File: src/rtl/dmem_pkg.sv
// Shared types and helpers for the banked data-memory controller.
// Build option: DMEM_PARITY_EN adds one even-parity bit per stored byte.
package dmem_pkg;

  typedef enum logic {INIT, RUN} state_t;

  localparam int DMEM_MAX_W = 64;

  // Sweep pattern at full width; callers truncate to their DATA_W.
  function automatic logic [DMEM_MAX_W-1:0] init_word(input logic [31:0] idx);
    logic [3:0] nib;
    nib = (idx == 32'd0) ? 4'hA : idx[3:0];
    return {16{nib}};
  endfunction

  function automatic logic [7:0] byte_parity(input logic [DMEM_MAX_W-1:0] data);
    logic [7:0] p;
    for (int k = 0; k < 8; k++) begin
      p[k] = ^data[8*k +: 8];
    end
    return p;
  endfunction

endpackage

File: src/rtl/dmem_array.sv
// Word storage with byte-enable writes and combinational read.
// Build option: DMEM_PARITY_EN stores and checks a parity bit per byte.
module dmem_array
  import dmem_pkg::*;
#(
  parameter int DATA_W = 16,
  parameter int DEPTH  = 16,
  parameter int AW     = 4
) (
  input  logic              clk,
  input  logic              i_we,
  input  logic [AW-1:0]     i_addr,
  input  logic [DATA_W/8-1:0] i_be,
  input  logic [DATA_W-1:0] i_wdata,
  output logic [DATA_W-1:0] o_rdata,
  output logic              o_par_err
);

  localparam int BE_W = DATA_W / 8;

  logic [DATA_W-1:0] r_mem [DEPTH];

  always_ff @(posedge clk) begin
    for (int k = 0; k < BE_W; k++) begin
      if (i_we && i_be[k]) begin
        r_mem[i_addr][8*k +: 8] <= i_wdata[8*k +: 8];
      end
    end
  end

  assign o_rdata = r_mem[i_addr];

`ifdef DMEM_PARITY_EN
  logic [BE_W-1:0] r_par [DEPTH];
  logic [BE_W-1:0] w_wpar;
  logic [BE_W-1:0] w_rpar;

  assign w_wpar = BE_W'(byte_parity(DMEM_MAX_W'(i_wdata)));
  assign w_rpar = BE_W'(byte_parity(DMEM_MAX_W'(o_rdata)));

  always_ff @(posedge clk) begin
    for (int k = 0; k < BE_W; k++) begin
      if (i_we && i_be[k]) begin
        r_par[i_addr][k] <= w_wpar[k];
      end
    end
  end

  assign o_par_err = |(w_rpar ^ r_par[i_addr]);
`else
  assign o_par_err = 1'b0;
`endif

endmodule

File: src/rtl/dmem_banked_ctrl.sv
// Handshaked single-port data memory: init sweep, 1-cycle registered reads, range errors.
// Build option: DMEM_PARITY_EN enables parity fault reporting on reads.
module dmem_banked_ctrl
  import dmem_pkg::*;
#(
  parameter int DATA_W = 16,
  parameter int ADDR_W = 16,
  parameter int DEPTH  = 16
) (
  input  logic                clk,
  input  logic                rst,
  input  logic                req_valid,
  output logic                req_ready,
  input  logic                req_write,
  input  logic [ADDR_W-1:0]   req_addr,
  input  logic [DATA_W-1:0]   req_wdata,
  input  logic [DATA_W/8-1:0] req_be,
  output logic                rsp_valid,
  input  logic                rsp_ready,
  output logic [DATA_W-1:0]   rsp_rdata,
  output logic                rsp_err,
  output logic                init_busy,
  output logic                parity_err,
  output logic                dbg_state
);

  // Handshake: a request transfers on a rising edge where req_valid && req_ready;
  // a response transfers where rsp_valid && rsp_ready. rsp_* hold while unconsumed.

  localparam int BE_W = DATA_W / 8;
  localparam int AW   = (DEPTH > 1) ? $clog2(DEPTH) : 1;

  state_t            r_state;
  logic [AW-1:0]     r_init_cnt;
  logic              r_rsp_valid;
  logic [DATA_W-1:0] r_rsp_rdata;
  logic              r_rsp_err;
  logic              r_parity_err;

  logic              w_accept;
  logic              w_in_range;
  logic              w_we;
  logic [AW-1:0]     w_addr;
  logic [BE_W-1:0]   w_be;
  logic [DATA_W-1:0] w_wdata;
  logic [DATA_W-1:0] w_rdata;
  logic              w_par_err;
  logic              w_rd_perr;

  assign w_in_range = ((ADDR_W+1)'(req_addr) < (ADDR_W+1)'(DEPTH));
  assign req_ready  = (r_state == RUN) && (!r_rsp_valid || rsp_ready);
  assign w_accept   = req_valid && req_ready;
  assign w_rd_perr  = !req_write && w_in_range && w_par_err;

  // The sweep owns the array port during INIT; requests own it in RUN.
  always_comb begin
    w_we    = 1'b0;
    w_addr  = req_addr[AW-1:0];
    w_be    = req_be;
    w_wdata = req_wdata;
    if (r_state == INIT) begin
      w_we    = 1'b1;
      w_addr  = r_init_cnt;
      w_be    = '1;
      w_wdata = DATA_W'(init_word(32'(r_init_cnt)));
    end else begin
      w_we    = w_accept && req_write && w_in_range;
    end
  end

  dmem_array #(
    .DATA_W (DATA_W),
    .DEPTH  (DEPTH),
    .AW     (AW)
  ) u_array (
    .clk       (clk),
    .i_we      (w_we),
    .i_addr    (w_addr),
    .i_be      (w_be),
    .i_wdata   (w_wdata),
    .o_rdata   (w_rdata),
    .o_par_err (w_par_err)
  );

  always_ff @(posedge clk or negedge rst) begin
    if (!rst) begin
      r_state      <= INIT;
      r_init_cnt   <= '0;
      r_rsp_valid  <= 1'b0;
      r_rsp_rdata  <= '0;
      r_rsp_err    <= 1'b0;
      r_parity_err <= 1'b0;
    end else begin
      case (r_state)
        INIT: begin
          if (r_init_cnt == AW'(DEPTH - 1)) begin
            r_state    <= RUN;
            r_init_cnt <= '0;
          end else begin
            r_init_cnt <= r_init_cnt + AW'(1);
          end
        end
        RUN: begin
          if (w_accept) begin
            r_rsp_valid <= 1'b1;
            r_rsp_rdata <= (!req_write && w_in_range) ? w_rdata : '0;
            r_rsp_err   <= !w_in_range || w_rd_perr;
            if (w_rd_perr) begin
              r_parity_err <= 1'b1;
            end
          end else if (r_rsp_valid && rsp_ready) begin
            r_rsp_valid <= 1'b0;
            r_rsp_rdata <= '0;
            r_rsp_err   <= 1'b0;
          end
        end
        default: r_state <= INIT;
      endcase
    end
  end

  assign rsp_valid  = r_rsp_valid;
  assign rsp_rdata  = r_rsp_rdata;
  assign rsp_err    = r_rsp_err;
  assign parity_err = r_parity_err;
  assign init_busy  = (r_state == INIT);
  assign dbg_state  = r_state;

endmodule
File: config.mk
export PLATFORM = sky130hd
export DESIGN_NAME = dmem_banked_ctrl
export DESIGN_NICKNAME = d
export VERILOG_FILES = /design/src/rtl/dmem_pkg.sv /design/src/rtl/dmem_array.sv /design/src/rtl/dmem_banked_ctrl.sv
export SDC_FILE = /design/constraint.sdc
export NUM_CORES = 1
export LEC_CHECK = 0
export ABC_AREA = 0
export BUFFER_PORTS_ARGS = -buffer_cell sky130_fd_sc_hd__buf_2
export CAP_MARGIN = 20
export CORE_AREA = 2 2 137 139
export CTS_BUF_LIST = sky130_fd_sc_hd__clkbuf_4 sky130_fd_sc_hd__clkbuf_8 sky130_fd_sc_hd__clkbuf_16
export CTS_CLUSTER_SIZE = 20
export DETAILED_ROUTE_END_ITERATION = 16
export DIE_AREA = 0 0 139 141
export GPL_TIMING_DRIVEN = 0
export PLACE_DENSITY = 0.92
export SKIP_CTS_REPAIR_TIMING = 1
export SLEW_MARGIN = 20
export SYNTH_ARGS = -nofsm -noshare
export SYNTH_HDL_FRONTEND = slang
export SYNTH_HIERARCHICAL = 1
export SYNTH_SLANG_ARGS = --single-unit
export TNS_END_PERCENT = 10
File: constraint.sdc
create_clock -name clk -period 6.2 [get_ports clk]
set_input_delay 1.86 -clock clk [delete_from_list [all_inputs] [get_ports clk]]
set_output_delay 1.86 -clock clk [all_outputs]
set_load 0.02 [all_outputs]
==> run_results.csv, run 1 <==
group,metric,value,unit
timing,worst_pin_slew,1.208,ns
placement,hpwl,17.34,mm
flow_run,cap_violations,0,
synth,ys_warn_count,6,
timing,tns,0,ns
floorplan,fp-row-count,50,
worst_setup_path,max_stage_delay,0.77,ns
synth,synth_flop_cell,"edfxtp_1",
route,viasPerCell,7.276,
status,outcome,"finished, final reports clean",
grt,grt_max_degree,25,
worst_setup_path,r2r_end,"u_array/r_mem[7][11]$_DFFE_PP_",
floorplan,die_h,141,um
worst_setup_path,cp_slowest_cell,"nor2_1",
placement,pre_cts_ws,1.450,ns
pwr,ir_drop,0.2582,mV
hold_path,hp-start,"parity_err$_DFFE_PN0P_",
synth,syn-num-nets,648,
timing,rsz0062_at_grt,"false",
worst_setup_path,critPathKind,"in -> reg",
worst_setup_path,start_kind,"primary input",
synth,synth_cell_types,35,
pwr,leakage,4.402,nW
synth,synth_edf_count,256,
worst_setup_path,cpLargestDelayFamily,"simple AND/OR/NAND/NOR gates",
hold_path,hp-class,"reg -> reg",
route,ant_nets,0,
hold_path,min_to,"parity_err$_DFFE_PN0P_",
hold_path,hold_path_depth,2,
clock_network,numCtsBuffers,25,
timing,setup_slack,1.769,ns
route,vias,6883,
synth,syn_avg_cell_area,18.59,um^2
synth,ys_seq_area_share,73.44,%
pwr,power_density,298.7,mW/mm^2
worst_setup_path,r2r_setup_slack,1.89,ns
clock_network,cts_max_path_buffers,3,
synth,syn-instance-count,607,
route,drc,0,
timing,skew,0.009768,ns
placement,place_inst,901,
synth,syn-cell-area,0.01128,mm^2
timing,final-setup-viol-count,0,
clock_network,cts_tree,"built",
cells_and_area,nets,736,
timing,post-route-period-util,71.46,%
pwr,total_power,3.805,mW
synth,yosys_register_bits,280,
cells_and_area,n_fill_cell,985,
floorplan,dieArea,0.01960,mm^2
timing,fmax,0.2257,GHz
worst_setup_path,cp.required,6.34,ns
route,wl_per_cell,30.51,um
worst_setup_path,critPathCaptureType,"register",
clock_network,htree_levels,1,
synth,postSynth.asyncResetShare,8.571,%
clock_network,clock_sinks,280,
floorplan,placeableCoreArea,0.01827,mm^2
clock_network,path_clk_slew,0.06,ns
grt,gr-usage-all-layers,29.75,%
worst_setup_path,cp.arrival,4.58,ns
route,dr.pass1.iters,5,
worst_setup_path,cp_cell_sequence,"buf_2 -> nor4_4 -> nand3_4 -> buf_6 -> o31ai_2 -> clkbuf_1 -> nand4_1 -> nor2_1",
floorplan,die_x,139,um
grt,first_global_vias,6916,
grt,grt_overflow,0,
timing,max_slew_margin,18.84,%
timing,maxSlewViolCount,0,
cells_and_area,antenna_cells,0,
timing,hold_viol,0,
grt,grt_pass1_wl,43.30,mm
worst_setup_path,reg2reg_depth,8,
cells_and_area,syn_to_final_growth,12.88,%
worst_setup_path,critPathBufInv,3,
placement,place_congestion,0.9432,
clock_network,cts_root_buffer,"clkbuf_16",
cells_and_area,stdcell_count,946,
route,routed_wirelength,28.86,mm
cells_and_area,layout-drive-gt1-share,29.07,%
floorplan,initial_core_util,61.77,%
worst_setup_path,cp_max_fo,10,
grt,antenna_found_initial,0,
route,drt_iter0_markers,1234,
worst_setup_path,rr_startpoint,"dbg_state$_DFF_PN0_",
clock_network,insertion_delay,0.52,ns
floorplan,num_io_pins,61,
placement,place.port_buffers,60,
timing,min_period,4.431,ns
[tightest hold or removal path: cells and delay by family, from the launching register on]
kind	cells	cell delay, ns
buf+inv	1	0.05
flops	1	0.35
compound gates	1	0.05
[layout by cell type, fill, tap and decap left out, types with 3 or more instances in the layout]
cell,count
dfrtp_1,24
nor4_4,3
buf_6,7
edfxtp_1,256
nand2_1,57
a21o_1,4
nor2_1,29
nor3_2,8
mux4_2,64
nand2b_1,9
o21ai_0,5
clkinv_2,6
nand3_1,6
clkbuf_16,25
clkinv_1,5
inv_1,11
buf_2,75
a22oi_1,32
o31ai_1,31
bufinv_16,3
nor2b_1,4
a21oi_2,3
clkinvlp_4,4
clkbuf_1,13
[cells by family (layout without fill, tap and decap cells)]
family                   after synthesis  in the layout  share of synthesized area [%]
AO/OA/AOI/OAI                         82             82                          5.366
XOR/XNOR                               1              1                        0.07763
adder cells (fa/ha/maj)                2              2                         0.2217
buffers and inverters                 49            154                          2.295
flip-flops                           280            280                          73.44
multiplexers                          66             66                          12.97
other                                  1              1                        0.03323
AND/OR/NAND/NOR                      126            126                          5.588
[synth_stat cells, types with 3 or more instances]
library cell  instances  area, um^2
o21ai_0               5       25.02
buf_6                 7       78.83
a21o_1                4       30.03
nor3_1                9       45.04
nand2b_1              9       56.30
nor2b_1               4       25.02
dfrtp_1              24       600.6
edfxtp_1            256        7687
o31ai_1              31       232.7
nor4_4                3       63.81
a21oi_1               5       25.02
a22oi_1              32       240.2
nand3_1               6       30.03
inv_1                11       41.29
clkbuf_1             13       48.80
nor2_1               29       108.9
buf_2                15       75.07
nand2_1              57       214.0
mux4_2               64        1441
[area by class of cell]
| type | count | area [um^2] | area share, % |
|---|---|---|---|
| Inverter | 11 | 41.29 | 0.3241 |
| Timing Repair Buffer | 61 | 307.8 | 2.416 |
| Tap cell | 234 | 292.8 | 2.298 |
| Clock buffer | 26 | 633.1 | 4.970 |
| Sequential cell | 280 | 8288 | 65.06 |
| Buffer | 38 | 217.7 | 1.709 |
| Multi-Input combinational cell | 278 | 2789 | 21.89 |
| Clock inverter | 18 | 168.9 | 1.326 |
[sequential cells by signal, indices dropped and copies added, names as in the netlist]
register and cells:
rsp_rdata 16, u_array/r_mem 256, rsp_valid 1, parity_err 1
dbg_state 1, r_init_cnt 4, rsp_err 1
[power breakdown]
part	total [mW]	internal, mW	leakage (nW)	switching [mW]
clock network	1.53	0.865	0.387	0.666
registers	2.06	2.06	2.62	0.00112
logic	0.211	0.0737	1.39	0.138
total	3.80	3.00	4.40	0.805
[stage by stage]
stage          hold WS [ns]  instance area (um^2)  util (%)
4_1_cts              0.4904                 12720     69.63
2_1_floorplan        0.5063                 11280         -
6_report             0.4898                 12740     69.73
3_5_place_dp         0.4733                 11920     65.24
5_1_grt              0.5126                 12740     69.73
3_3_place_gp         0.4522                 11880     65.02
[worst max-delay path by stage]
stage,start,to,slack [ns],cells past startpoint
6_report,req_addr[11],u_array/r_mem[7][11]$_DFFE_PP_,1.77,8
5_1_grt,req_addr[11],u_array/r_mem[7][15]$_DFFE_PP_,1.70,8
4_1_cts,req_addr[11],u_array/r_mem[7][11]$_DFFE_PP_,1.83,8
2_1_floorplan,rsp_ready,req_ready,1.98,3
3_3_place_gp,req_addr[8],u_array/r_mem[2][11]$_DFFE_PP_,1.24,8
3_5_place_dp,req_addr[8],u_array/r_mem[7][11]$_DFFE_PP_,1.45,8
[layer usage]
layer	wire length, um	GRT usage [%]	up-vias
li1	-	-	2629
met5	0	0	-
met4	1736	13.93	0
met2	13880	48.77	735
met3	3701	6.148	143
met1	9540	39.07	3376
No activity file was read; power rests on OpenSTA's default activity.
==> inputs of run 2 (changes only) <==
--- a/config.mk
+++ b/config.mk
@@ -8,13 +8,13 @@
 export ABC_AREA = 0
 export BUFFER_PORTS_ARGS = -buffer_cell sky130_fd_sc_hd__buf_2
 export CAP_MARGIN = 20
-export CORE_AREA = 2 2 137 139
+export CORE_AREA = 2 2 140 142
 export CTS_BUF_LIST = sky130_fd_sc_hd__clkbuf_4 sky130_fd_sc_hd__clkbuf_8 sky130_fd_sc_hd__clkbuf_16
 export CTS_CLUSTER_SIZE = 20
 export DETAILED_ROUTE_END_ITERATION = 16
-export DIE_AREA = 0 0 139 141
+export DIE_AREA = 0 0 142 144
 export GPL_TIMING_DRIVEN = 0
-export PLACE_DENSITY = 0.92
+export PLACE_DENSITY = 0.89
 export SKIP_CTS_REPAIR_TIMING = 1
 export SLEW_MARGIN = 20
 export SYNTH_ARGS = -nofsm -noshare
==> constraint.sdc (replaced) <==
create_clock -name clk -period 4.15 [get_ports clk]
set_input_delay 1.245 -clock clk [delete_from_list [all_inputs] [get_ports clk]]
set_output_delay 1.245 -clock clk [all_outputs]
set_load 0.02 [all_outputs]
==> run_results.csv, run 2 (same netlist as run 1, synthesis figures left out) <==
group,metric,value,unit
pwr,pwr-share-clk,42.7,%
floorplan,num_io_pins,61,
floorplan,placeableCoreArea,0.01908,mm^2
pwr,leakage,4.447,nW
route,drc,0,
timing,max_slew_margin,10.89,%
route,ant_nets,0,
grt,grt_overflow,0,
worst_setup_path,critPathBufInv,4,
cells_and_area,antenna_cells,0,
timing,final-setup-viol-count,0,
floorplan,dieArea,0.02045,mm^2
flow_run,cap_violations,0,
clock_network,htree_levels,1,
route,viasPerCell,6.966,
clock_network,clock_sinks,280,
cells_and_area,top_register,"u_array/r_mem",
route,drt_iter0_markers,1146,
timing,maxSlewViolCount,0,
clock_network,cts_tree,"built",
cells_and_area,final_cell_mix,"edfxtp_1 (256), buf_2 (75), mux4_2 (64), nand2_1 (57), a22oi_1 (32)",
floorplan,die_h,144,um
cells_and_area,syn_to_final_growth,13.79,%
cells_and_area,largest_register_ffs,256,
floorplan,initial_core_util,59.14,%
route,routed_wirelength,27.00,mm
clock_network,numCtsBuffers,26,
placement,place_congestion,0.8762,
worst_setup_path,start_kind,"register",
pwr,total_power,5.911,mW
clock_network,cts_max_path_buffers,3,
worst_setup_path,cp.required,4.32,ns
cells_and_area,layout-drive-gt1-share,29.31,%
clock_network,insertion_delay,0.54,ns
worst_setup_path,cp_slowest_cell,"nor2_1",
worst_setup_path,critPathCaptureType,"register",
grt,antenna_found_initial,0,
route,vias,6625,
worst_setup_path,cpLargestDelayFamily,"buffers and inverters",
placement,place.port_buffers,60,
placement,hpwl,16.86,mm
grt,grt_max_degree,25,
placement,postPlaceCellArea,0.01192,mm^2
pwr,ir_drop,0.3462,mV
pwr,seqPwrFrac,52.1,%
pwr,swShare,20.71,%
worst_setup_path,critPathKind,"reg -> reg",
worst_setup_path,cp.arrival,4.15,ns
timing,fmax,0.2514,GHz
hold_path,hp-class,"reg -> reg",
cells_and_area,seq_area,0.008288,mm^2
timing,min_period,3.977,ns
grt,gr-usage-all-layers,26.97,%
timing,hold_viol,0,
cells_and_area,n_fill_cell,1070,
grt,first_global_vias,6484,
worst_setup_path,max_stage_delay,0.76,ns
cells_and_area,nets,736,
cells_and_area,multi_input_area,0.002793,mm^2
cells_and_area,design_area,0.01284,mm^2
worst_setup_path,cp_cell_sequence,"buf_2 -> buf_1 -> nand2_1 -> o21ai_0 -> buf_2 -> clkbuf_1 -> nand4b_1 -> nor2_1",
status,outcome,"finished, final reports clean",
timing,worst_pin_slew,1.326,ns
floorplan,die_x,142,um
cells_and_area,final_common_cell,"edfxtp_1",
worst_setup_path,cpMostUsedCell,"buf_2",
timing,post-route-period-util,95.83,%
route,wl_per_cell,28.39,um
grt,grt_pass1_wl,40.11,mm
timing,rsz0062_at_grt,"false",
pwr,power_switching,1.224,mW
pwr,p_comb_share,5.2,%
pwr,internal_power,4.687,mW
worst_setup_path,cp_max_fo,10,
route,dr.pass1.iters,5,
clock_network,path_clk_slew,0.07,ns
floorplan,fp-row-count,51,
timing,skew,0.02192,ns
pwr,power_density,460.3,mW/mm^2
clock_network,cts_root_buffer,"clkbuf_16",
-- run 2: changes by cell type in the layout (fill, tap and decap cells not counted) --
cell,change
bufinv_16,+2
clkbuf_16,+2
clkinv_2,-2
a21oi_1,-1
a21oi_2,+1
buf_4,-1
clkinvlp_4,-1
inv_6,+1
-- run 2: final timing paths --
check / from / cells past startpoint / slack (ns) / endpoint
max: dbg_state$_DFF_PN0_ / 8 / 0.17 / u_array/r_mem[14][8]$_DFFE_PP_
max reg2reg: dbg_state$_DFF_PN0_ / 8 / 0.17 / u_array/r_mem[14][8]$_DFFE_PP_
min: parity_err$_DFFE_PN0P_ / 2 / 0.46 / parity_err$_DFFE_PN0P_
min in group asynchronous: rst / 1 / 0.70 / r_init_cnt[3]$_DFFE_PN0N_
max in group asynchronous: rst / 1 / 3.06 / r_init_cnt[2]$_DFFE_PN0N_
min reg2reg: parity_err$_DFFE_PN0P_ / 2 / 0.46 / parity_err$_DFFE_PN0P_
-- run 2: routing by layer --
metal | vias up | track usage [%] | wire, um
met5 | - | 0 | 0
met4 | 0 | 10.37 | 1161
met3 | 99 | 3.841 | 2989
met2 | 584 | 45.87 | 13600
met1 | 3322 | 36.03 | 9241
li1 | 2620 | - | -
-- run 2: power by group through the flow --
stage,logic [mW],clock network [mW],registers [mW]
after global placement,0.274,0,3.14
after detailed placement,0.290,0,3.14
after floorplan,0.182,0,3.14
final,0.306,2.52,3.08
after global routing,0.322,2.63,3.08
after CTS,0.297,2.54,3.08
-- run 2: final cells by class --
class	count	area share, %
Buffer	38	1.695
Clock buffer	28	5.320
Clock inverter	18	1.715
Inverter	11	0.3215
Multi-Input combinational cell	278	21.75
Sequential cell	280	64.54
Tap cell	238	2.319
Timing Repair Buffer	60	2.338
-- run 2: metrics by stage --
step | utilization [%] | instances | setup slack, ns | hold slack [ns] | setup TNS, ns
CTS | 67.20 | 951 | 0.3155 | 0.4656 | 0
detailed placement | 62.46 | 905 | -0.1887 | 0.4510 | -1.842
global route | 67.30 | 951 | 0.05732 | 0.4778 | 0
finish | 67.30 | 951 | 0.1730 | 0.4647 | 0
floorplan | - | 607 | 0.6352 | 0.5063 | 0
global placement | 62.28 | 905 | -0.1978 | 0.4480 | -6.818
-- run 2: worst reg2reg max path: stages, from the launching register on --
cell and delay [ns]:
dfrtp_1 0.49, buf_2 0.28, buf_1 0.52, nand2_1 0.12, o21ai_0 0.19, buf_2 0.35, clkbuf_1 0.51, nand4b_1 0.39
nor2_1 0.76
